File: src/rtl/pulse_divider_multi.sv
// rtl/pulse_divider_multi.sv - multi-channel laser pulse divider with row-pack lockout
module pulse_divider_multi #(
  parameter int WIDTH     = 16,
  parameter int ROW_WIDTH = 16,
  parameter int CHANNELS  = 2
) (
  input  logic                laser_pulse,
  input  logic                sr_reset,
  input  logic                sr_data,
  input  logic                sr_shift,
  input  logic                sr_latch,
  input  logic [CHANNELS-1:0] divide_enable,
  input  logic                constant_v,
  input  logic                en_rowpack,
  input  logic                row_rearm,
  output logic [CHANNELS-1:0] divided_pulse,
  output logic [CHANNELS-1:0] row_completed
);

  // Per-channel field is {mode, row_len, divider}; channel 0 sits at the LSB end.
  localparam int FIELD = 1 + ROW_WIDTH + WIDTH;
  localparam int L     = CHANNELS * FIELD;

  logic [L-1:0]        chain;
  logic [CHANNELS-1:0] state;
  logic [CHANNELS-1:0] done;

  // Serial configuration chain, shifted MSB-first; reset fills it with ones.
  always_ff @(posedge laser_pulse or posedge sr_reset) begin
    if (sr_reset) begin
      chain <= '1;
    end else if (sr_shift) begin
      chain <= {chain[L-2:0], sr_data};
    end
  end

  genvar g;
  generate
    for (g = 0; g < CHANNELS; g++) begin : g_ch
      logic [WIDTH-1:0]     cfg_div;
      logic [ROW_WIDTH-1:0] cfg_row;
      logic                 cfg_mode;
      logic [WIDTH-1:0]     cnt;
      logic [ROW_WIDTH-1:0] row_cnt;
      logic                 st;
      logic                 row_done;

      logic                 off;
      logic                 tick;
      logic                 want;
      logic                 row_active;
      logic                 locked;
      logic                 nxt;
      logic                 rise;
      logic [ROW_WIDTH-1:0] row_base;
      logic [ROW_WIDTH-1:0] row_inc;
      logic                 count_it;

      // Next-state decode: tick detection, mode shaping, lockout and row accounting.
      always_comb begin
        off  = (cfg_div == '0) || !divide_enable[g];
        tick = !off && (cnt == cfg_div - WIDTH'(1));
        if (off) begin
          want = 1'b0;
        end else if (cfg_mode) begin
          want = tick;
        end else begin
          want = tick ? ~st : st;
        end
        row_active = en_rowpack && (cfg_row != '0);
        // A rearm on this edge releases the lock before the rise is judged.
        locked   = row_active && row_done && !row_rearm;
        // While locked the output may fall but any 0->1 transition is squashed.
        nxt      = want && !(locked && !st);
        rise     = nxt && !st;
        row_base = row_rearm ? '0 : row_cnt;
        row_inc  = row_base + ROW_WIDTH'(1);
        count_it = row_active && rise && constant_v && (row_base < cfg_row);
      end

      // Channel registers; a latch commits the new config and restarts phase from zero.
      always_ff @(posedge laser_pulse or posedge sr_reset) begin
        if (sr_reset) begin
          cfg_div  <= '1;
          cfg_row  <= '0;
          cfg_mode <= 1'b0;
          cnt      <= '0;
          st       <= 1'b0;
          row_cnt  <= '0;
          row_done <= 1'b0;
        end else if (sr_latch) begin
          cfg_div  <= chain[g*FIELD +: WIDTH];
          cfg_row  <= chain[g*FIELD+WIDTH +: ROW_WIDTH];
          cfg_mode <= chain[g*FIELD+WIDTH+ROW_WIDTH];
          cnt      <= '0;
          st       <= 1'b0;
          row_cnt  <= '0;
          row_done <= 1'b0;
        end else begin
          cnt <= (off || tick) ? '0 : cnt + WIDTH'(1);
          st  <= nxt;
          if (!row_active) begin
            row_cnt  <= '0;
            row_done <= 1'b0;
          end else if (count_it) begin
            row_cnt  <= row_inc;
            row_done <= (row_inc == cfg_row);
          end else begin
            row_cnt  <= row_base;
            row_done <= row_done && !row_rearm;
          end
        end
      end

      assign state[g] = st;
      assign done[g]  = row_done;
    end
  endgenerate

  assign divided_pulse = state & {CHANNELS{constant_v}};
  assign row_completed = done;

endmodule

File: config.mk
export PLATFORM = sky130hd
export DESIGN_NAME = pulse_divider_multi
export DESIGN_NICKNAME = d
export VERILOG_FILES = /design/src/rtl/pulse_divider_multi.sv
export SDC_FILE = /design/constraint.sdc
export NUM_CORES = 1
export LEC_CHECK = 0
export CAP_MARGIN = 15
export CORE_ASPECT_RATIO = 1.25
export CORE_MARGIN = 5
export CORE_UTILIZATION = 35
export DETAILED_ROUTE_END_ITERATION = 12
export HOLD_SLACK_MARGIN = 0.08
export PLACE_DENSITY = 0.52
export RECOVER_POWER = 50
export SETUP_SLACK_MARGIN = 0.05
export SLEW_MARGIN = 10
export SYNTH_ARGS = -nofsm -noshare
export SYNTH_HDL_FRONTEND = slang
export SYNTH_SLANG_ARGS = --single-unit
File: constraint.sdc
create_clock -name laser_pulse -period 13.9 [get_ports laser_pulse]
set_clock_uncertainty 0.15 [all_clocks]
set_input_delay 1.39 -clock laser_pulse [delete_from_list [all_inputs] [get_ports laser_pulse]]
set_output_delay 1.39 -clock laser_pulse [all_outputs]
set_load 0.1 [all_outputs]
==> flow_summary.json, run 1 <==
{
  "outcome": "finished, violations left",
  "violations": "max-capacitance violations, max-slew violations",
  "routabilityCongestion": 0.8436,
  "area_delta_synth_final_pct": 9.032,
  "switchingPower_mw": 0.4292,
  "synth_area_um2": 11440,
  "vias": 8001,
  "routedWlPerCell_um": 16.34,
  "synth-edff-count": 0,
  "internal-power_mw": 1.067,
  "cts.sinks": 200,
  "swShare_pct": 28.68,
  "vias_per_cell": 5.172,
  "cts.clk_slew.worst_paths_ps": 70,
  "fillers": 3145,
  "cp_top_family": "buffers and inverters",
  "hpwl_um": 17940,
  "yosysTopAreaCell": "dfstp_2",
  "sequentialPowerShare_pct": 50.9,
  "dr.pass1.iters": 5,
  "synth_area_leaders": "dfstp_2, dfrtp_1, mux2_2",
  "die_h_um": 212.2,
  "cts_root_buf": "clkbuf_16",
  "dp.cells": 1515,
  "grt_usage_pct": 14.42,
  "grt_pass1_vias": 8169,
  "cts_hold_buf": 0,
  "grt_first_pass_wirelength_um": 42490,
  "drive_gt1_share_pct": 22.85,
  "clock_latency_ps": 440,
  "crit_path_top_delay_cell": "clkbuf_1",
  "min_period_ps": 5717,
  "max_freq_mhz": 174.9,
  "dieArea_um2": 36430,
  "multi_input_area_um2": 5889,
  "hold_violations": 0,
  "path_cells": "clkbuf_1, clkbuf_1, nor2_1, nand2_1, nor2_1",
  "arrival_ps": 5880,
  "n_antenna_cell": 0,
  "synthTopCellsByCount": "dfrtp_1, dfstp_2, mux2_2",
  "fin_nets": 1166,
  "ir_worst_vdd_mv": 0.08302,
  "die_x_um": 171.7,
  "period_share_pct": 41.13,
  "rows": 74,
  "cts_tree": "yes",
  "end_kind": "flip-flop",
  "cap_violations": 4,
  "reg2reg_from": "g_ch[1].cfg_div[0]",
  "powerDensity_nw_per_um2": 120.0,
  "grt_max_degree": 89,
  "clockBufferDepth": 2,
  "synth_flop_cell": "dfrtp_1",
  "gr-total-overflow": 0,
  "relSlewSlack_pct": -165.3,
  "yosys_warnings": 0,
  "required_ps": 14060,
  "cts_resized": 0,
  "grt_antenna_before_repair": 0,
  "rsz0062_at_grt": "false",
  "slew_violations": 271,
  "post-cts-setup-buffers": 0,
  "cp_slowest_stage_delay_ps": 2400,
  "wl_um": 25280,
  "synth.most_common_cell": "dfrtp_1",
  "worst_setup_path_start_kind": "input port",
  "start_util_pct": 35.21,
  "clockPowerShare_pct": 32.9,
  "synth-async-reset-ratio_pct": 100.0,
  "startpoint": "sr_latch",
  "synth_cell_types": 71,
  "drt.antenna.violating_nets": 0,
  "path_class": "input port to flip-flop",
  "critPathBufInv": 2,
  "hp-start": "chain[33]",
  "setup_viol": 0,
  "ys_seq_elements": 200,
  "ys_seq_area_share_pct": 44.81,
  "tns_ps": 0,
  "leakage_nw": 5.003,
  "critPathMaxFanout": 76,
  "core_um2": 32500,
  "drc": 0,
  "synth_cells": 1127,
  "ioPinCount": 14,
  "synth.net_count": 1177,
  "syn_avg_cell_area_um2": 10.15,
  "cts_inserted_buffers": 17,
  "port_buffers": 13,
  "seq_area_um2": 5127,
  "instances_no_fill": 1547,
  "min-delay-path-class": "flip-flop to flip-flop",
  "synth.top_cell.area_share_pct": 22.50,
  "combPwrFrac_pct": 16.2,
  "htreeDepth": 4,
  "first_iter_violations": 414,
  "tightest_slew_ps": 3958
}
[routing by layer]
layer | vias up | share of wire (%) | track usage, %
met4 | 0 | 2.3 | 4.637
li1 | 3938 | - | -
met5 | - | 0 | 0
met2 | 97 | 52 | 25.74
met3 | 38 | 2.3 | 2.362
met1 | 3928 | 43 | 17.72
[power groups by stage]
stage	Combinational [mW]	Sequential, mW	Clock [mW]
floorplan	0.197	0.747	0
global placement	0.241	0.772	0
detailed placement	0.245	0.773	0
CTS	0.246	0.763	0.505
global route	0.275	0.774	0.529
finish	0.243	0.762	0.492
[cell families after synthesis]
kind of cell | share of synthesized area, %
DFF | 44.81
adders and majority gates | 4.373
muxes | 10.15
AOI/OAI and AO/OA | 9.174
buffers and inverters | 3.728
xor gates and xnor gates | 9.337
and+or+nand+nor | 18.43
[state kept, by name, summed over array words and instances, names as in the netlist]
| signal | count |
|---|---|
| g_ch.cfg_row | 32 |
| g_ch.st | 2 |
| chain | 66 |
| g_ch.cfg_div | 32 |
| g_ch.cnt | 32 |
| g_ch.row_cnt | 32 |
| g_ch.row_done | 2 |
| g_ch.cfg_mode | 2 |
[worst reg2reg max path: cells and delay by family (launching register included)]
kind / cells / cell delay, ps
AND/OR/NAND/NOR: 4 / 1600
AO/OA/AOI/OAI: 3 / 690
flip-flops: 1 / 420
buffers and inverters: 2 / 420
adder cells (fa/ha/maj): 1 / 390
XOR/XNOR: 1 / 170
[cell usage in the layout, fill, tap and decap left out, types with 7 or more instances in the layout]
cell,count
inv_1,52
nor3_1,16
nand3_1,42
a21o_1,7
nand3b_1,11
mux2_2,96
a21oi_1,28
and3_1,16
nor2_1,83
clkdlybuf4s50_1,10
nand4_1,15
o2111ai_1,7
o21ai_0,67
clkbuf_16,17
ha_1,40
a31oi_1,8
mux2i_1,8
dfrtp_1,102
nor2b_1,31
xor2_1,42
or3_1,25
a31o_2,7
nor4_1,23
nand2_1,84
dfstp_2,98
or4_1,10
xnor2_1,80
[final timing paths]
path / endpoint / slack, ps / cells past startpoint
max: g_ch[1].cnt[9] / 8180 / 5
min: g_ch[1].cfg_div[0] / 350 / 2
max reg2reg: g_ch[1].row_cnt[8] / 9940 / 11
min reg2reg: g_ch[1].cfg_div[0] / 350 / 2
max in group asynchronous: g_ch[1].row_cnt[12] / 8510 / 4
min in group asynchronous: g_ch[0].cnt[12] / 2430 / 2
[layout make-up]
| type | count | area share [%] |
|---|---|---|
| Sequential cell | 200 | 41.09 |
| Timing Repair Buffer | 21 | 1.374 |
| Inverter | 54 | 1.635 |
| Clock inverter | 12 | 0.9226 |
| Clock buffer | 20 | 3.580 |
| Multi-Input combinational cell | 822 | 47.20 |
| Tap cell | 418 | 4.192 |
[metrics by stage]
step | power, mW | area (um2) | hold WS, ps | utilization (%) | setup WS [ps]
final | 1.497 | 12480 | 347.5 | 38.39 | 8183
after floorplan | 0.9442 | 11440 | 320.6 | - | 7068
after global routing | 1.578 | 12480 | 382.5 | 38.39 | 7447
after CTS | 1.513 | 12490 | 342.1 | 38.45 | 8894
after detailed placement | 1.017 | 11930 | 339.8 | 36.72 | 8403
after global placement | 1.013 | 11930 | 335.9 | 36.72 | 8373
(Power assumes the default switching activity.)
==> run 2: changes to the inputs <==
- clock period: 13.9 -> 5.98 ns (I/O delays scaled with it)
==> run 2 against run 1 <==
Effect of this change: the flow still finishes with violations (max-capacitance violations, max-slew violations); hold slack got worse by 8.0 ps; first-iteration DRC count fell by 3.1%; cell area increased by 0.25%; setup slack got worse by 6600 ps; global-route usage rose by 0.13 points.
==> flow_summary.json, run 2 (synthesis gave the netlist of run 1 again) <==
{
  "port_buffers": 13,
  "vias_per_cell": 5.185,
  "powerDensity_nw_per_um2": 280.3,
  "drc": 0,
  "rows": 74,
  "worst_hold_slack_ps": 339.5,
  "holdPathStages": 2,
  "end_kind": "flip-flop",
  "n_antenna_cell": 0,
  "instances_no_fill": 1548,
  "gr-total-overflow": 0,
  "grt_antenna_before_repair": 0,
  "tightest_slew_ps": 3577,
  "clockBufferDepth": 2,
  "ir_worst_vdd_mv": 0.2091,
  "fin_nets": 1167,
  "outcome": "finished, violations left",
  "drive_gt1_share_pct": 22.65,
  "leakage_nw": 5.016,
  "required_ps": 6210,
  "ioPinCount": 14,
  "min-delay-path-class": "flip-flop to flip-flop",
  "cts.clk_slew.worst_paths_ps": 70,
  "hpwl_um": 18020,
  "reg2regPathDepth": 10,
  "dieArea_um2": 36430,
  "hp-start": "chain[33]",
  "path_class": "input port to flip-flop",
  "layout_commonest_cell": "dfrtp_1",
  "dr.pass1.iters": 6,
  "power_mw": 3.506,
  "fin_util_pct": 38.49,
  "grt_usage_pct": 14.56,
  "vias": 8026,
  "hold_violations": 0,
  "slew_violations": 327,
  "cap_violations": 4,
  "rsz0062_at_grt": "false",
  "wl_um": 25430,
  "violations": "max-capacitance violations, max-slew violations",
  "grt_first_pass_wirelength_um": 43000,
  "grt_max_degree": 144,
  "largest_register_ffs": 66,
  "dp.cells": 1516,
  "arrival_ps": 4600,
  "cts_inserted_buffers": 17,
  "cts.sinks": 200,
  "die_x_um": 171.7,
  "worst_setup_path_start_kind": "input port",
  "setup_viol": 0,
  "routed.top_layer": "met4",
  "startpoint": "row_rearm",
  "start_util_pct": 35.21,
  "reg2reg_from": "g_ch[0].cfg_div[0]",
  "cts_tree": "yes",
  "core_um2": 32500,
  "dr_wl_met3_um": 448,
  "cts_hold_buf": 0,
  "tns_ps": 0,
  "cts_root_buf": "clkbuf_16",
  "max_freq_mhz": 229.0,
  "area_delta_synth_final_pct": 9.304,
  "met2_length_um": 13270,
  "regMostFlops": "chain",
  "routabilityCongestion": 0.8254,
  "grt_pass1_vias": 8277,
  "clock_latency_ps": 440,
  "relSlewSlack_pct": -138.5,
  "htreeDepth": 4,
  "routedWlPerCell_um": 16.42,
  "layout_common_cells": "dfrtp_1, dfstp_2, mux2_2",
  "met1_length_um": 10970,
  "cts_resized": 0,
  "drt.antenna.violating_nets": 0,
  "first_iter_violations": 401,
  "die_h_um": 212.2,
  "post-cts-setup-buffers": 0,
  "critPathMaxFanout": 36,
  "min_period_ps": 4367,
  "period_share_pct": 73.03
}
-- run 2: cell count changes in the layout (fill, tap and decap cells not counted) --
cell / delta
clkbuf_1: +2
clkbuf_16: +2
mux2_1: +1
inv_4: -1
clkinv_2: -1
mux2_2: -1
inv_8: -1
inv_6: -1
clkbuf_2: +1
-- run 2: critical path: stages --
cell	delay, ps
clkdlybuf4s50_1	710
buf_4	410
inv_1	230
nand2_1	110
inv_1	100
ha_1	240
nand3_1	210
nor4_1	640
and3_1	360
xnor2_1	140
o2111ai_1	110
or4_1	410
nor4_1	170
a32o_1	150
-- run 2: power breakdown --
group | switching, mW | total (mW) | leakage (nW) | internal [mW]
Sequential | 0.156 | 1.77 | 2.43 | 1.61
Clock | 0.527 | 1.17 | 0.286 | 0.641
Combinational | 0.294 | 0.568 | 2.30 | 0.274
-- run 2: path summary, 6_finish.rpt --
path	endpoint	slack (ps)
hold / removal	g_ch[1].cfg_div[0]	340
min in group asynchronous	chain[0]	500
hold reg to reg	g_ch[1].cfg_div[0]	340
setup reg to reg	g_ch[0].row_cnt[3]	2090
setup / recovery	g_ch[1].row_done	1610
max in group asynchronous	g_ch[1].cnt[5]	1720
-- run 2: metrics by stage --
step           area, um2  setup slack, ps
5_1_grt            12510            913.9
2_1_floorplan      11450             1774
4_1_cts            12540             1663
3_5_place_dp       11950             1203
3_3_place_gp       11950             1277
6_report           12510             1613
-- run 2: cell type report --
cell class	instances	area, um2
fill	3195	19990
multi-input combinational	822	5889
inverter	54	203.9
clock buffer	24	504.2
sequential	200	5127
tap	418	523.0
timing repair buffer	22	176.4
clock inverter	8	83.83
-- run 2: routing by layer --
| layer | up-vias | GRT usage, % |
|---|---|---|
| met3 | 49 | 2.064 |
| met2 | 88 | 26.00 |
| met5 | - | 0 |
| li1 | 3944 | - |
| met1 | 3945 | 17.55 |
| met4 | 0 | 5.884 |
==> run 3: changes to the inputs <==
- PLACE_DENSITY: 0.52 -> 0.54
- clock period: 5.98 -> 3.6 ns (I/O delays scaled with it)
==> run 3 against run 2 <==
Effect of this change: largest power group unchanged; the flow still finishes with violations (max-capacitance violations, max-slew violations); critical path type is now flip-flop to flip-flop; via count is 2.3% higher; cell area grew 3.9%; critical endpoint is now g_ch[0].row_cnt[3]; utilization is 1.5 points higher; cell count is 3.9% higher; register-to-register slack got worse by 1800 ps; wire length increased by 0.12%; critical path depth shrank 3; die area unchanged; sequential power is 66% higher; sequential cell count unchanged.
==> flow_summary.json, run 3 (synthesis gave the netlist of run 1 again) <==
{
  "largest_register_ffs": 66,
  "relSlewSlack_pct": -49.13,
  "multi_input_area_um2": 5931,
  "combPwrFrac_pct": 16.3,
  "drt.antenna.violating_nets": 0,
  "critPathMaxFanout": 31,
  "fin_util_pct": 40.00,
  "drc": 0,
  "regMostFlops": "chain",
  "max_freq_mhz": 300.5,
  "port_buffers": 13,
  "setup_viol": 0,
  "fillers": 3171,
  "htreeDepth": 4,
  "cts.clk_slew.worst_paths_ps": 80,
  "min-delay-path-class": "input port to async pin",
  "cts_resized": 0,
  "area_delta_synth_final_pct": 13.59,
  "tightest_slew_ps": 2237,
  "vias_per_cell": 5.101,
  "cp_slowest_stage_delay_ps": 480,
  "leakage_nw": 5.352,
  "grt_first_pass_wirelength_um": 42750,
  "vias": 8207,
  "cap_violations": 4,
  "layout_common_cells": "dfrtp_1, dfstp_2, mux2_2",
  "slew_violations": 307,
  "ioPinCount": 14,
  "ir_worst_vdd_mv": 0.3556,
  "rsz0062_at_grt": "false",
  "hold_violations": 0,
  "die_x_um": 171.7,
  "path_class": "flip-flop to flip-flop",
  "path_cells": "nor2b_1, ha_1, a21o_1, a21o_1, a2111oi_0, o21ai_0, a211oi_1, nand4_2, buf_12, or3_1, a211oi_1",
  "met1_usage_pct": 17.53,
  "postPlaceCellArea_um2": 12460,
  "seq_area_um2": 5127,
  "dr.pass1.iters": 4,
  "hpwl_um": 18410,
  "cp_top_family": "compound AO/OA/AOI/OAI gates",
  "violations": "max-capacitance violations, max-slew violations",
  "crit_path_top_delay_cell": "dfrtp_1",
  "worst_setup_path_start_kind": "flip-flop",
  "internal-power_mw": 4.062,
  "drive_gt1_share_pct": 27.37,
  "routedWlPerCell_um": 15.82,
  "cts_hold_buf": 0,
  "startpoint": "g_ch[0].row_cnt[9]",
  "worst-path-stages": 11,
  "core_um2": 32500,
  "post-cts-setup-buffers": 0,
  "gr-total-overflow": 0,
  "critPathBufInv": 1,
  "clock_latency_ps": 450,
  "reg2reg_to": "g_ch[0].row_cnt[3]",
  "period_share_pct": 92.43,
  "grt_use_met2_pct": 26.10,
  "ff2ff_setup_slack_ps": 270,
  "arrival_ps": 3530,
  "reg2reg_from": "g_ch[0].row_cnt[9]",
  "die_h_um": 212.2,
  "wl_um": 25460,
  "reg2regPathDepth": 11,
  "rows": 74,
  "grt_busiest_layer": "met2",
  "start_util_pct": 35.21,
  "cts_tree": "yes",
  "n_antenna_cell": 0,
  "fin_nets": 1228,
  "outcome": "finished, violations left",
  "powerDensity_nw_per_um2": 442.7,
  "swShare_pct": 29.41,
  "cts_root_buf": "clkbuf_16",
  "switchingPower_mw": 1.693,
  "dieArea_um2": 36430,
  "grt_antenna_before_repair": 0,
  "layout_commonest_cell": "dfrtp_1",
  "grt_usage_pct": 14.36,
  "design_area_um2": 13000,
  "clockPowerShare_pct": 32.8,
  "min_period_ps": 3328,
  "clockBufferDepth": 2,
  "cts.sinks": 200,
  "end_kind": "flip-flop",
  "sequentialPowerShare_pct": 50.9,
  "grt_max_degree": 134,
  "routabilityCongestion": 0.8352,
  "first_iter_violations": 498,
  "cts_inserted_buffers": 17,
  "grtUsageMet3_pct": 1.934,
  "crit_path_end": "g_ch[0].row_cnt[3]",
  "grt_pass1_vias": 8379,
  "required_ps": 3810
}
run 3: cell types whose count changed in the layout (fill, tap and decap cells not counted), moves of 2 or more:
| cell | previous run | this run |
|---|---|---|
| clkdlybuf4s50_1 | 10 | 8 |
| clkbuf_16 | 19 | 17 |
| clkbuf_1 | 7 | 5 |
| inv_8 | 0 | 3 |
| inv_6 | 2 | 4 |
| buf_12 | 0 | 2 |
| buf_4 | 6 | 66 |
run 3: per-stage QoR:
step	worst slack, ps	setup TNS (ps)	hold slack [ps]	instances	power, mW
finish	272.4	0	310.7	1609	5.755
detailed placement	-136.3	-531.7	344.7	1577	3.933
global route	51.28	0	329.6	1609	6.078
floorplan	51.06	0	320.6	1127	3.647
global placement	-77.93	-169.0	336.5	1577	3.915
CTS	160.0	0	149.8	1609	5.850
run 3: per-layer routing:
| layer | vias up | routed length (um) | part of all wire (%) |
|---|---|---|---|
| li1 | 4075 | - | - |
| met1 | 4020 | 10870 | 43 |
| met2 | 74 | 13570 | 53 |
| met5 | - | 0 | 0 |
| met4 | 0 | 560 | 2.2 |
| met3 | 38 | 453 | 1.8 |
run 3: power groups by stage:
stage / clock network (mW) / registers [mW] / logic, mW
finish: 1.89 / 2.93 / 0.937
detailed placement: 0 / 2.98 / 0.956
global placement: 0 / 2.97 / 0.943
global route: 2.03 / 2.98 / 1.07
floorplan: 0 / 2.88 / 0.763
CTS: 1.95 / 2.94 / 0.961
run 3: worst min path at each step:
| stage | start | to | slack, ps | cells past startpoint |
|---|---|---|---|---|
| detailed placement | chain[33] | g_ch[1].cfg_div[0] | 340 | 2 |
| finish | sr_reset | chain[1] | 310 | 2 |
| CTS | sr_latch | g_ch[1].row_cnt[11] | 150 | 3 |
| floorplan | chain[45] | g_ch[1].cfg_div[12] | 320 | 2 |
| global placement | chain[33] | g_ch[1].cfg_div[0] | 340 | 2 |
| global route | sr_reset | chain[0] | 330 | 2 |
run 3: layout make-up:
class	instances	area share, %
multi-input combinational	822	45.63
sequential	200	39.45
timing repair buffer	83	5.025
tap	418	4.023
clock buffer	18	3.302
inverter	54	1.569
clock inverter	14	1.011
